## src/rtl/blake3_round_scheduler_pkg.sv

```systemverilog
// Shared constants, types and helpers for the BLAKE3 round scheduler slice.
package blake3_pkg;

  localparam int G_LATENCY_DEF = 4;
  localparam int C_DELAY_DEF   = 1;
  localparam int Y_DELAY_DEF   = 2;
  localparam int NUM_ROUNDS    = 7;

  // Domain flags carried in state word 15.
  localparam logic [31:0] CHUNK_START = 32'h0000_0001;
  localparam logic [31:0] CHUNK_END   = 32'h0000_0002;
  localparam logic [31:0] PARENT      = 32'h0000_0004;
  localparam logic [31:0] ROOT        = 32'h0000_0008;

  typedef logic [31:0] word_t;
  // Word i sits at bits [32i+31:32i], matching the flat bus ordering.
  typedef word_t [15:0] block_t;

  localparam word_t IV [0:7] = '{
    32'h6A09E667, 32'hBB67AE85, 32'h3C6EF372, 32'hA54FF53A,
    32'h510E527F, 32'h9B05688C, 32'h1F83D9AB, 32'h5BE0CD19
  };

  localparam int MSG_PERM [0:15] = '{2, 6, 3, 10, 7, 0, 4, 13, 1, 11, 12, 5, 9, 14, 15, 8};

  typedef enum logic [1:0] {IDLE, ISSUE, DRAIN, FINAL} state_t;

  // State-word indices touched by one G call.
  typedef struct packed {
    logic [3:0] a;
    logic [3:0] b;
    logic [3:0] c;
    logic [3:0] d;
  } g_idx_t;

  // Tag riding alongside an in-flight G call so its result lands in the right words.
  typedef struct packed {
    logic       valid;
    logic       diag;
    logic [1:0] slot;
  } tag_t;

  // One stage of an operand skew delay line.
  typedef struct packed {
    logic  valid;
    word_t data;
  } opnd_t;

  // Column slot s: (s, 4+s, 8+s, 12+s). Diagonal slot s rotates each row by its row number;
  // the 2-bit adds wrap mod 4 by construction.
  function automatic g_idx_t g_indices(input logic [1:0] slot, input logic diag);
    g_idx_t r;
    r.a = {2'b00, slot};
    if (diag) begin
      r.b = {2'b01, slot + 2'd1};
      r.c = {2'b10, slot + 2'd2};
      r.d = {2'b11, slot + 2'd3};
    end else begin
      r.b = {2'b01, slot};
      r.c = {2'b10, slot};
      r.d = {2'b11, slot};
    end
    return r;
  endfunction

  // Chaining value: out[i] = v[i] ^ v[i+8].
  function automatic logic [255:0] fold_hash(input block_t v);
    logic [255:0] r;
    for (int i = 0; i < 8; i++) r[32*i +: 32] = v[i] ^ v[i+8];
    return r;
  endfunction

endpackage

```

## src/rtl/blake3_round_scheduler_if.sv

```systemverilog
// Operand/result bus between the round scheduler (master) and the shared G unit (slave).
interface blake3_round_scheduler_if;
  import blake3_pkg::*;

  word_t G_A_O, G_B_O, G_C_O, G_D_O, G_X_O, G_Y_O;
  word_t G_A_I, G_B_I, G_C_I, G_D_I;

  modport master (
    output G_A_O, G_B_O, G_C_O, G_D_O, G_X_O, G_Y_O,
    input  G_A_I, G_B_I, G_C_I, G_D_I
  );

  modport slave (
    input  G_A_O, G_B_O, G_C_O, G_D_O, G_X_O, G_Y_O,
    output G_A_I, G_B_I, G_C_I, G_D_I
  );
endinterface

```

## src/rtl/blake3_round_scheduler_msg_perm.sv

```systemverilog
// Combinational BLAKE3 message word permutation applied between rounds.
module blake3_msg_perm
  import blake3_pkg::*;
(
  input  block_t m_in,
  output block_t m_out
);

  for (genvar i = 0; i < 16; i++) begin : g_perm
    assign m_out[i] = m_in[MSG_PERM[i]];
  end

endmodule

```

## src/rtl/blake3_round_scheduler.sv

```systemverilog
// Drives one shared pipelined G unit through a full 7-round BLAKE3 compression:
// four column calls then four diagonal calls per round, results written back by slot tag.
module blake3_round_scheduler
  import blake3_pkg::*;
#(
  parameter int G_LATENCY = G_LATENCY_DEF,
  parameter int C_DELAY   = C_DELAY_DEF,
  parameter int Y_DELAY   = Y_DELAY_DEF
) (
  input  logic         Clk,
  input  logic         Rst,
  input  logic         Start_I,
  input  logic [255:0] Cv_I,
  input  logic [511:0] Msg_I,
  input  logic [63:0]  Counter_I,
  input  logic [31:0]  BlockLen_I,
  input  logic [31:0]  Flags_I,
  output logic         Ready_O,
  output logic         Done_O,
  output logic [255:0] Hash_O,
  blake3_round_scheduler_if.master g_bus
);

  localparam logic [2:0] LAST_ROUND = 3'(NUM_ROUNDS - 1);

  state_t       state_q, state_d;
  logic [1:0]   slot_q, slot_d;
  logic         diag_q, diag_d;
  logic [2:0]   round_q, round_d;
  block_t       v_q, m_q, v_init, m_perm;
  logic [255:0] hash_q;

  tag_t  tag_pipe [G_LATENCY];
  opnd_t c_pipe   [C_DELAY];
  opnd_t y_pipe   [Y_DELAY];

  logic   load_job, issue_en, perm_en, hash_en, last_result;
  tag_t   tag_out;
  g_idx_t iss_idx, wr_idx;
  logic [3:0] x_idx, y_idx;

  blake3_msg_perm u_msg_perm (
    .m_in  (m_q),
    .m_out (m_perm)
  );

  assign iss_idx     = g_indices(slot_q, diag_q);
  assign x_idx       = {diag_q, slot_q, 1'b0};
  assign y_idx       = {diag_q, slot_q, 1'b1};
  assign tag_out     = tag_pipe[G_LATENCY-1];
  assign wr_idx      = g_indices(tag_out.slot, tag_out.diag);
  assign last_result = tag_out.valid && (tag_out.slot == 2'd3);

  // Initial compression state assembled from the job inputs.
  always_comb begin
    for (int i = 0; i < 8; i++) v_init[i] = Cv_I[32*i +: 32];
    for (int i = 0; i < 4; i++) v_init[8+i] = IV[i];
    v_init[12] = Counter_I[31:0];
    v_init[13] = Counter_I[63:32];
    v_init[14] = BlockLen_I;
    v_init[15] = Flags_I;
  end

  // Next-state and control decode: issue four slots, drain, advance half/round, fold.
  always_comb begin
    // NOTE: every signal assigned here gets a default first, so no path can infer a latch.
    state_d  = state_q;
    slot_d   = slot_q;
    diag_d   = diag_q;
    round_d  = round_q;
    load_job = 1'b0;
    issue_en = 1'b0;
    perm_en  = 1'b0;
    hash_en  = 1'b0;
    Ready_O  = 1'b0;
    Done_O   = 1'b0;

    unique case (state_q)
      IDLE: Ready_O = 1'b1;
      ISSUE: begin
        issue_en = 1'b1;
        slot_d   = slot_q + 2'd1;
        if (slot_q == 2'd3) state_d = DRAIN;
      end
      DRAIN: begin
        if (last_result) begin
          if (!diag_q) begin
            diag_d  = 1'b1;
            state_d = ISSUE;
          end else if (round_q < LAST_ROUND) begin
            perm_en = 1'b1;
            round_d = round_q + 3'd1;
            diag_d  = 1'b0;
            state_d = ISSUE;
          end else begin
            state_d = FINAL;
          end
        end
      end
      FINAL: begin
        Ready_O = 1'b1;
        Done_O  = 1'b1;
        hash_en = 1'b1;
        state_d = IDLE;
      end
      default: state_d = IDLE;
    endcase

    // Accepting in FINAL as well as IDLE gives back-to-back jobs with no idle cycle.
    if (Ready_O && Start_I) begin
      load_job = 1'b1;
      state_d  = ISSUE;
      slot_d   = '0;
      diag_d   = 1'b0;
      round_d  = '0;
    end
  end

  // FSM state and sequencing counters.
  always_ff @(posedge Clk or posedge Rst) begin
    if (Rst) begin
      state_q <= IDLE;
      slot_q  <= '0;
      diag_q  <= 1'b0;
      round_q <= '0;
    end else begin
      // NOTE: sequential state uses non-blocking assignment so every flop samples pre-edge values.
      state_q <= state_d;
      slot_q  <= slot_d;
      diag_q  <= diag_d;
      round_q <= round_d;
    end
  end

  // Working state, message words and held chaining value.
  always_ff @(posedge Clk or posedge Rst) begin
    if (Rst) begin
      // NOTE: v/m are flop arrays, not RAM, so they can and do reset to a known zero state.
      v_q    <= '0;
      m_q    <= '0;
      hash_q <= '0;
    end else begin
      if (load_job) begin
        v_q <= v_init;
        m_q <= block_t'(Msg_I);
      end else begin
        if (tag_out.valid) begin
          v_q[wr_idx.a] <= g_bus.G_A_I;
          v_q[wr_idx.b] <= g_bus.G_B_I;
          v_q[wr_idx.c] <= g_bus.G_C_I;
          v_q[wr_idx.d] <= g_bus.G_D_I;
        end
        if (perm_en) m_q <= m_perm;
      end
      if (hash_en) hash_q <= fold_hash(v_q);
    end
  end

  // Slot-tag pipeline and the delayed C/Y operand lines, all captured at issue time.
  always_ff @(posedge Clk or posedge Rst) begin
    if (Rst) begin
      for (int k = 0; k < G_LATENCY; k++) tag_pipe[k] <= '0;
      for (int k = 0; k < C_DELAY; k++)   c_pipe[k]   <= '0;
      for (int k = 0; k < Y_DELAY; k++)   y_pipe[k]   <= '0;
    end else begin
      tag_pipe[0] <= '{valid: issue_en, diag: diag_q, slot: slot_q};
      for (int k = 1; k < G_LATENCY; k++) tag_pipe[k] <= tag_pipe[k-1];
      c_pipe[0] <= '{valid: issue_en, data: issue_en ? v_q[iss_idx.c] : '0};
      for (int k = 1; k < C_DELAY; k++) c_pipe[k] <= c_pipe[k-1];
      y_pipe[0] <= '{valid: issue_en, data: issue_en ? m_q[y_idx] : '0};
      for (int k = 1; k < Y_DELAY; k++) y_pipe[k] <= y_pipe[k-1];
    end
  end

  // Operands are zero whenever nothing is due on that lane.
  assign g_bus.G_A_O = issue_en ? v_q[iss_idx.a] : '0;
  assign g_bus.G_B_O = issue_en ? v_q[iss_idx.b] : '0;
  assign g_bus.G_D_O = issue_en ? v_q[iss_idx.d] : '0;
  assign g_bus.G_X_O = issue_en ? m_q[x_idx]     : '0;
  assign g_bus.G_C_O = c_pipe[C_DELAY-1].valid ? c_pipe[C_DELAY-1].data : '0;
  assign g_bus.G_Y_O = y_pipe[Y_DELAY-1].valid ? y_pipe[Y_DELAY-1].data : '0;

  // The fold is combinational in FINAL so Hash_O is valid alongside the Done_O pulse.
  assign Hash_O = (state_q == FINAL) ? fold_hash(v_q) : hash_q;

endmodule
```

## src/flat_wrapper.sv

```systemverilog
// flat-port wrapper written by rule: the top's interface ports become plain ports
module blake3_round_scheduler_flat import blake3_pkg::*;
#(
  parameter int G_LATENCY = G_LATENCY_DEF,
  parameter int C_DELAY   = C_DELAY_DEF,
  parameter int Y_DELAY   = Y_DELAY_DEF
)
  (Clk, Rst, Start_I, Cv_I, Msg_I, Counter_I, BlockLen_I, Flags_I, Ready_O, Done_O, Hash_O, g_bus_G_A_O, g_bus_G_B_O, g_bus_G_C_O, g_bus_G_D_O, g_bus_G_X_O, g_bus_G_Y_O, g_bus_G_A_I, g_bus_G_B_I, g_bus_G_C_I, g_bus_G_D_I);
  blake3_round_scheduler_if g_bus_i ();
  input  logic Clk;
  input  logic Rst;
  input  logic Start_I;
  input  logic [255:0] Cv_I;
  input  logic [511:0] Msg_I;
  input  logic [63:0] Counter_I;
  input  logic [31:0] BlockLen_I;
  input  logic [31:0] Flags_I;
  output logic Ready_O;
  output logic Done_O;
  output logic [255:0] Hash_O;
  output wire logic [$bits(g_bus_i.G_A_O)-1:0] g_bus_G_A_O;
  output wire logic [$bits(g_bus_i.G_B_O)-1:0] g_bus_G_B_O;
  output wire logic [$bits(g_bus_i.G_C_O)-1:0] g_bus_G_C_O;
  output wire logic [$bits(g_bus_i.G_D_O)-1:0] g_bus_G_D_O;
  output wire logic [$bits(g_bus_i.G_X_O)-1:0] g_bus_G_X_O;
  output wire logic [$bits(g_bus_i.G_Y_O)-1:0] g_bus_G_Y_O;
  input wire logic [$bits(g_bus_i.G_A_I)-1:0] g_bus_G_A_I;
  input wire logic [$bits(g_bus_i.G_B_I)-1:0] g_bus_G_B_I;
  input wire logic [$bits(g_bus_i.G_C_I)-1:0] g_bus_G_C_I;
  input wire logic [$bits(g_bus_i.G_D_I)-1:0] g_bus_G_D_I;
  assign g_bus_G_A_O = g_bus_i.G_A_O;
  assign g_bus_G_B_O = g_bus_i.G_B_O;
  assign g_bus_G_C_O = g_bus_i.G_C_O;
  assign g_bus_G_D_O = g_bus_i.G_D_O;
  assign g_bus_G_X_O = g_bus_i.G_X_O;
  assign g_bus_G_Y_O = g_bus_i.G_Y_O;
  assign g_bus_i.G_A_I = g_bus_G_A_I;
  assign g_bus_i.G_B_I = g_bus_G_B_I;
  assign g_bus_i.G_C_I = g_bus_G_C_I;
  assign g_bus_i.G_D_I = g_bus_G_D_I;
  blake3_round_scheduler #(.G_LATENCY(G_LATENCY), .C_DELAY(C_DELAY), .Y_DELAY(Y_DELAY)) u_core (.Clk(Clk), .Rst(Rst), .Start_I(Start_I), .Cv_I(Cv_I), .Msg_I(Msg_I), .Counter_I(Counter_I), .BlockLen_I(BlockLen_I), .Flags_I(Flags_I), .Ready_O(Ready_O), .Done_O(Done_O), .Hash_O(Hash_O), .g_bus(g_bus_i));
endmodule
```

## config.mk

```make
export PLATFORM = sky130hd
export DESIGN_NAME = blake3_round_scheduler_flat
export DESIGN_NICKNAME = d
export VERILOG_FILES = /design/src/rtl/blake3_round_scheduler_pkg.sv /design/src/rtl/blake3_round_scheduler_if.sv /design/src/rtl/blake3_round_scheduler_msg_perm.sv /design/src/rtl/blake3_round_scheduler.sv /design/src/flat_wrapper.sv
export SDC_FILE = /design/constraint.sdc
export NUM_CORES = 2
export LEC_CHECK = 0
export BUFFER_PORTS_ARGS = -buffer_cell sky130_fd_sc_hd__buf_2
export CAP_MARGIN = 0
export CORE_AREA = 2 2 577 579
export CTS_CLUSTER_DIAMETER = 50
export DETAILED_ROUTE_END_ITERATION = 16
export DIE_AREA = 0 0 579 581
export PLACE_DENSITY = 0.45
export SLEW_MARGIN = 40
export SYNTH_ARGS = -nofsm -noshare
export SYNTH_HDL_FRONTEND = slang
export SYNTH_SLANG_ARGS = --single-unit
```

## constraint.sdc

```tcl
create_clock -name Clk -period 57 [get_ports Clk]
set_input_delay 2.85 -clock Clk [delete_from_list [all_inputs] [get_ports Clk]]
set_output_delay 2.85 -clock Clk [all_outputs]
set_load 0.02 [all_outputs]
```

---- Yosys cells after proc, flatten, opt, wreduce, memory -nomap -nowiden ----
Cells that the tools add are included.
operators by class
  bitwise logic cells ..................... 8
  add/sub/neg operators ................... 7
  equality and inequality tests ........... 7
  muxes and demuxes ....................... 65
  magnitude comparators ................... 15
  reductions and logical operators ........ 19
operator list
  kind                                                  number
  bitwise mux 512 bit                                   4
  2-to-1 mux 512 bit                                    4
  2-to-1 mux 32 bit                                     18
  binary-select mux 32 bit (select 4 bit)               3
  demux 32 bit (select 4 bit)                           3
  2-to-1 mux 256 bit                                    1
  bitwise XOR 32 bit                                    8
  binary-select mux 32 bit (select 3 bit)               2
  binary-select mux 32 bit (select 2 bit)               1
  demux 32 bit (select 2 bit)                           1
  < comparator 4 x 5 -> 1 bit (second input constant)   7
  2-to-1 mux 10 bit                                     2
  2-to-1 mux 3 bit                                      5
  2-to-1 mux 2 bit                                      7
  nonzero test 2 bit                                    7
  2-to-1 mux 1 bit                                      13
  < comparator 2 x 5 -> 1 bit (second input constant)   2
  adder 2 bit (second input constant)                   4
  equality test 2 bit (second input constant)           4
  >= comparator 4 x 1 -> 1 bit (second input constant)  2
  logical AND 1 bit                                     6
  != test 3 x 1 -> 1 bit (second input constant)        2
  one-hot mux 2 bit (3 select lines)                    1
  < comparator 3 x 5 -> 1 bit (second input constant)   1
  other kinds (12)                                      13
word-level totals
  register bits ........................... 1,400
  logic and storage cells ................. 173
  input bits .............................. 1,027
  output and inout bits ................... 450

---- Logic depth before layout (Yosys ltp) ----
  word-level depth ........................ 11
  depth in mapped cells ................... 10
  depth with buffers taken out ............ 5

---- Modules after synthesis ----
Synthesis repeated with hierarchy kept, for this count alone.
unflattened totals
  cell total of the unflattened synthesis .. 7,964
  area total of the unflattened synthesis .. 71,697.5 um^2
modules (own cells, without submodules)
  module                  instances  area an instance (um^2)  cells each
  blake3_round_scheduler  1          67,853.8                 7,452
  blake3_msg_perm         1          3,843.7                  512

---- Worst setup path before layout ----
Ideal clock, no wire load.
  kind .................................... flip-flop to output port
  from .................................... register u_core.slot_q[1]
  to ...................................... output port g_bus_G_B_O[10]
  required time ........................... 54,150 ps
  data arrival time ....................... 2,084 ps
  cell stages (with the launch flop) ...... 8
  buffers on the path ..................... 3
  setup slack ............................. 52,066 ps
  path through ............................ dfrtp_1 > ha_1 > and2_1 > clkbuf_1 > or3b_1 > clkbuf_1 > clkbuf_1 > o221ai_1
between the ends
  cells in the longest elaborated chain, start to end .. 5
RTL lines
  what                                         line                              text
  start: declaration                           blake3_round_scheduler.sv:27      logic [1:0] slot_q, slot_d;
  start signal: assignment                     blake3_round_scheduler.sv:129     slot_q <= slot_d;
  adder 2 x 1 -> 2 bit                         blake3_round_scheduler_pkg.sv:55  r.b = {2'b01, slot + 2'd1};
  2-to-1 mux 10 bit (*)                        blake3_round_scheduler_pkg.sv:54  if (diag) begin
  binary-select mux 32 bit (select 4 bit) (*)  blake3_round_scheduler.sv:177     assign g_bus.G_B_O = issue_en ? v_q[iss_idx.b] : '0;
  2-to-1 mux 32 bit (not written as such) (*)  blake3_round_scheduler.sv:177
  2-to-1 mux 32 bit (*)                        blake3_round_scheduler.sv:177
  end: declaration                             flat_wrapper.sv:22                output wire logic [$bits(g_bus_i.G_B_O)-1:0] g_bus_G_B_O;
Every way passes the cells marked *; elsewhere a longest branch is shown, timed or not. The select of a mux whose other input is x is not followed.

---- Final worst setup path ----
  from .................................... register u_core.diag_q
  to ...................................... output port g_bus_G_X_O[31]
between the ends
  cells in the longest elaborated chain, start to end .. 3
RTL lines
  what                                     line                           text
  start: declaration                       blake3_round_scheduler.sv:28   logic diag_q, diag_d;
  start signal: assignment                 blake3_round_scheduler.sv:130  diag_q <= diag_d;
  binary-select mux 32 bit (select 3 bit)  blake3_round_scheduler.sv:179  assign g_bus.G_X_O = issue_en ? m_q[x_idx] : '0;
  2-to-1 mux 32 bit (not written as such)  blake3_round_scheduler.sv:179
  2-to-1 mux 32 bit                        blake3_round_scheduler.sv:179
  end: declaration                         flat_wrapper.sv:25             output wire logic [$bits(g_bus_i.G_X_O)-1:0] g_bus_G_X_O;
Every way passes these cells. The select of a mux whose other input is x is not followed.

==> flow_metrics.env <==
export IMPL_status="completed"
export IMPL_synth_cell_types=61
export IMPL_dieHeight_um=581
export IMPL_rows=211
export IMPL_via_count=61100
export IMPL_worstSetupStartpointType="register"
export IMPL_grt_max_degree=140
export IMPL_clkSlewWorstSetupHoldPaths_ns=0.06
export IMPL_synth_common_cells="1400 x dfrtp_1, 567 x mux2_2, 517 x nor2_1"
export IMPL_p_per_area_nw_per_um2=72.2
export IMPL_synth_top_area_frac=0.480
export IMPL_hold_start="u_core.y_pipe[61]$_DFF_PP0_"
export IMPL_route_detailed_drc=0
export IMPL_holdWs_ns=0.335
export IMPL_setup_tns_ns=0
export IMPL_cpPeakStageDelay_ns=0.62
export IMPL_grt_pass1_vias=61900
export IMPL_place_congestion=0.914
export IMPL_fin_crit_sh=0.144
export IMPL_leakage_nw=41.4
export IMPL_rsz0062_at_grt="false"
export IMPL_hpwl_um=266000
export IMPL_synth_most_common_cell="dfrtp_1"
export IMPL_worstPathArrival_ns=5.37
export IMPL_port_buffer_count=1476
export IMPL_crit_type="reg2out"
export IMPL_ys_top_cells_by_area="dfrtp_1 48%, mux2_2 8.8%, mux4_2 4.9%"
export IMPL_peakVddDrop_v=0.0000360
export IMPL_reg2reg_depth=10
export IMPL_antenna_found_initial=241
export IMPL_yosysWarningCount=0
export IMPL_syn_area_per_cell_um2=11.6
export IMPL_r2r_end="u_core.m_q[329]$_DFFE_PP0P_"
export IMPL_finalCriticalPeriod_ns=8.22
export IMPL_worstMarginPinSlew_ns=0.949
export IMPL_cts_sinks=1400
export IMPL_required_ns=54.15
export IMPL_drt_iter0_drc=5608
export IMPL_die_x_um=579
export IMPL_yosysTopAreaCell="dfrtp_1"
export IMPL_core_area_um2=330000
export IMPL_synth_top_flop_cell="dfrtp_1"
export IMPL_postCtsSetupBuffers=0
export IMPL_endpoint="g_bus_G_X_O[31]"
export IMPL_grt_pass1_wl_um=502000
export IMPL_cts_buffer_depth=4
export IMPL_fillCellCount=34400
export IMPL_crit_chain="buf_4, buf_4, buf_4, and2_4, buf_4, a22o_1, buf_2"
export IMPL_fin_worst_skew_ns=0.0777
export IMPL_cts_resized=0
export IMPL_ant_nets=0
export IMPL_cts_buffers=223
export IMPL_grt_use_total=0.208
export IMPL_multiInputGateArea_um2=35400
export IMPL_setup_viol=0
export IMPL_cp_max_fo=54
export IMPL_grt_overflow_total=0
export IMPL_nNetsFinal=8607
export IMPL_drive_gt1_frac=0.386
export IMPL_postSynthNetCount=7326
export IMPL_wl_um=364000
export IMPL_drt_pass1_iterations=6
export IMPL_worst_path_max_delay_cell="buf_4"
export IMPL_synth_seq_cells=1400
export IMPL_cts_tree="done"
export IMPL_area_delta_synth_final_pct=27.5
export IMPL_initial_utilization=0.221
export IMPL_hold_path_class="reg2reg"
export IMPL_syn_area_um2=72900
export IMPL_hold_viol=0
export IMPL_crit_start="u_core.diag_q$_DFFE_PP0P_"
export IMPL_cp_top_family="buffers and inverters"
export IMPL_fmax_ghz=0.122
export IMPL_clkLatencyLatePin_ns=0.91
export IMPL_dieArea_um2=336000
export IMPL_synth_edf_count=0
export IMPL_viasPerCell=4.99
export IMPL_syn_inst=6288
export IMPL_htreeDepth=4
export IMPL_area_sequential_um2=35000
export IMPL_worst_path_buf_inv=5
export IMPL_drv_cap=0
export IMPL_rrSetupSlack_ns=51.54
export IMPL_cp_common_cell="buf_4"
export IMPL_clock_root_buffer="clkbuf_16"
export IMPL_boundaryPins=1477
export IMPL_async_reset_ff_frac=1.00
export IMPL_end_kind="output port"
export IMPL_max_slew_margin=0.367
export IMPL_avgRoutedWirePerCell_um=29.7
export IMPL_ys_seq_area_frac=0.480
export IMPL_reg2reg_from="u_core.state_q[0]$_DFFE_PP0P_"
export IMPL_crit_cells=7
export IMPL_hold_buffers=0
export IMPL_slew_viol_final=0
==> final cells by class <==
class / instances / area share
timing repair buffer: 1625 / 0.0963
sequential: 1400 / 0.377
clock buffer: 281 / 0.0655
multi-input combinational: 4312 / 0.381
clock inverter: 127 / 0.0175
inverter: 7 / 0.000417
tap: 4366 / 0.0587
antenna: 144 / 0.00387
==> flip-flops by register name (all words and copies together), names as in the netlist <==
signal / cells
u_core.round_q: 3
u_core.hash_q: 256
u_core.diag_q: 1
u_core.m_q: 512
u_core.tag_pipe: 12
u_core.c_pipe: 32
u_core.tag_out: 4
u_core.state_q: 2
u_core.y_pipe: 64
u_core.v_q: 512
u_core.slot_q: 2
==> routing by layer <==
metal / track usage / vias to the layer above / wire, µm
li1: - / 25800 / -
met1: 0.261 / 31300 / 145000
met2: 0.322 / 3159 / 164000
met3: 0.0672 / 757 / 36100
met4: 0.0985 / 156 / 17200
met5: 0 / - / 1010
==> metrics by stage <==
stage          instance area (µm²)  total power [mW]  worst slack, ns  cells  utilization
3_3_place_gp                 84400              5.23            48.91  11700        0.256
5_1_grt                      92900              7.05            48.48  12200        0.282
2_1_floorplan                72900              4.03            14.67   6288            -
6_report                     93000              6.72            48.78  12300        0.282
4_1_cts                      92400              6.74            48.54  12100        0.280
3_5_place_dp                 84700              5.29            49.58  11700        0.257
==> cell families (layout without fill, tap and decap cells) <==
kind of cell,after synthesis,in the layout,synth area share
buffers and inverters,576,2040,0.0390
muxes,1444,1444,0.254
other,0,144,0
and+or+nand+nor,1255,1255,0.0827
xor gates and xnor gates,260,260,0.0318
AOI/OAI and AO/OA,1342,1342,0.111
adders and majority gates,11,11,0.00189
DFF,1400,1400,0.480
==> worst min path at each step <==
stage	slack [ns]	cells after the start	to
after floorplan	0.33	0	u_core.tag_out[0]$_DFF_PP0_
after global placement	0.33	0	u_core.y_pipe[25]$_DFF_PP0_
after detailed placement	0.34	0	u_core.tag_out[3]$_DFF_PP0_
after CTS	0.33	0	u_core.y_pipe[28]$_DFF_PP0_
after global routing	0.33	0	u_core.y_pipe[28]$_DFF_PP0_
final	0.33	0	u_core.y_pipe[28]$_DFF_PP0_
==> placed cells by master (no fill, tap or decap), types with 48 or more instances in the layout <==
cell / n
a21oi_1: 268
a22o_1: 110
a22oi_1: 64
a31oi_1: 256
and2_1: 97
and3_1: 48
buf_2: 1476
buf_4: 94
clkbuf_16: 224
dfrtp_1: 1396
diode_2: 144
mux2_1: 259
mux2_2: 567
mux2_4: 200
mux2i_1: 258
mux4_2: 160
nand2_1: 131
nand3_1: 334
nor2_1: 517
o21ai_0: 493
o221ai_1: 57
xnor2_1: 256
==> report_power, final <==
| group | switching (mW) | internal [mW] | total (mW) | leakage, nW |
|---|---|---|---|---|
| clock network | 0.552 | 0.870 | 1.42 | 3.72 |
| logic | 1.97 | 1.39 | 3.36 | 21.2 |
| registers | 0.447 | 1.49 | 1.94 | 16.4 |
| total | 2.97 | 3.75 | 6.72 | 41.4 |
Note: power is estimated with default switching activity, not from simulation.
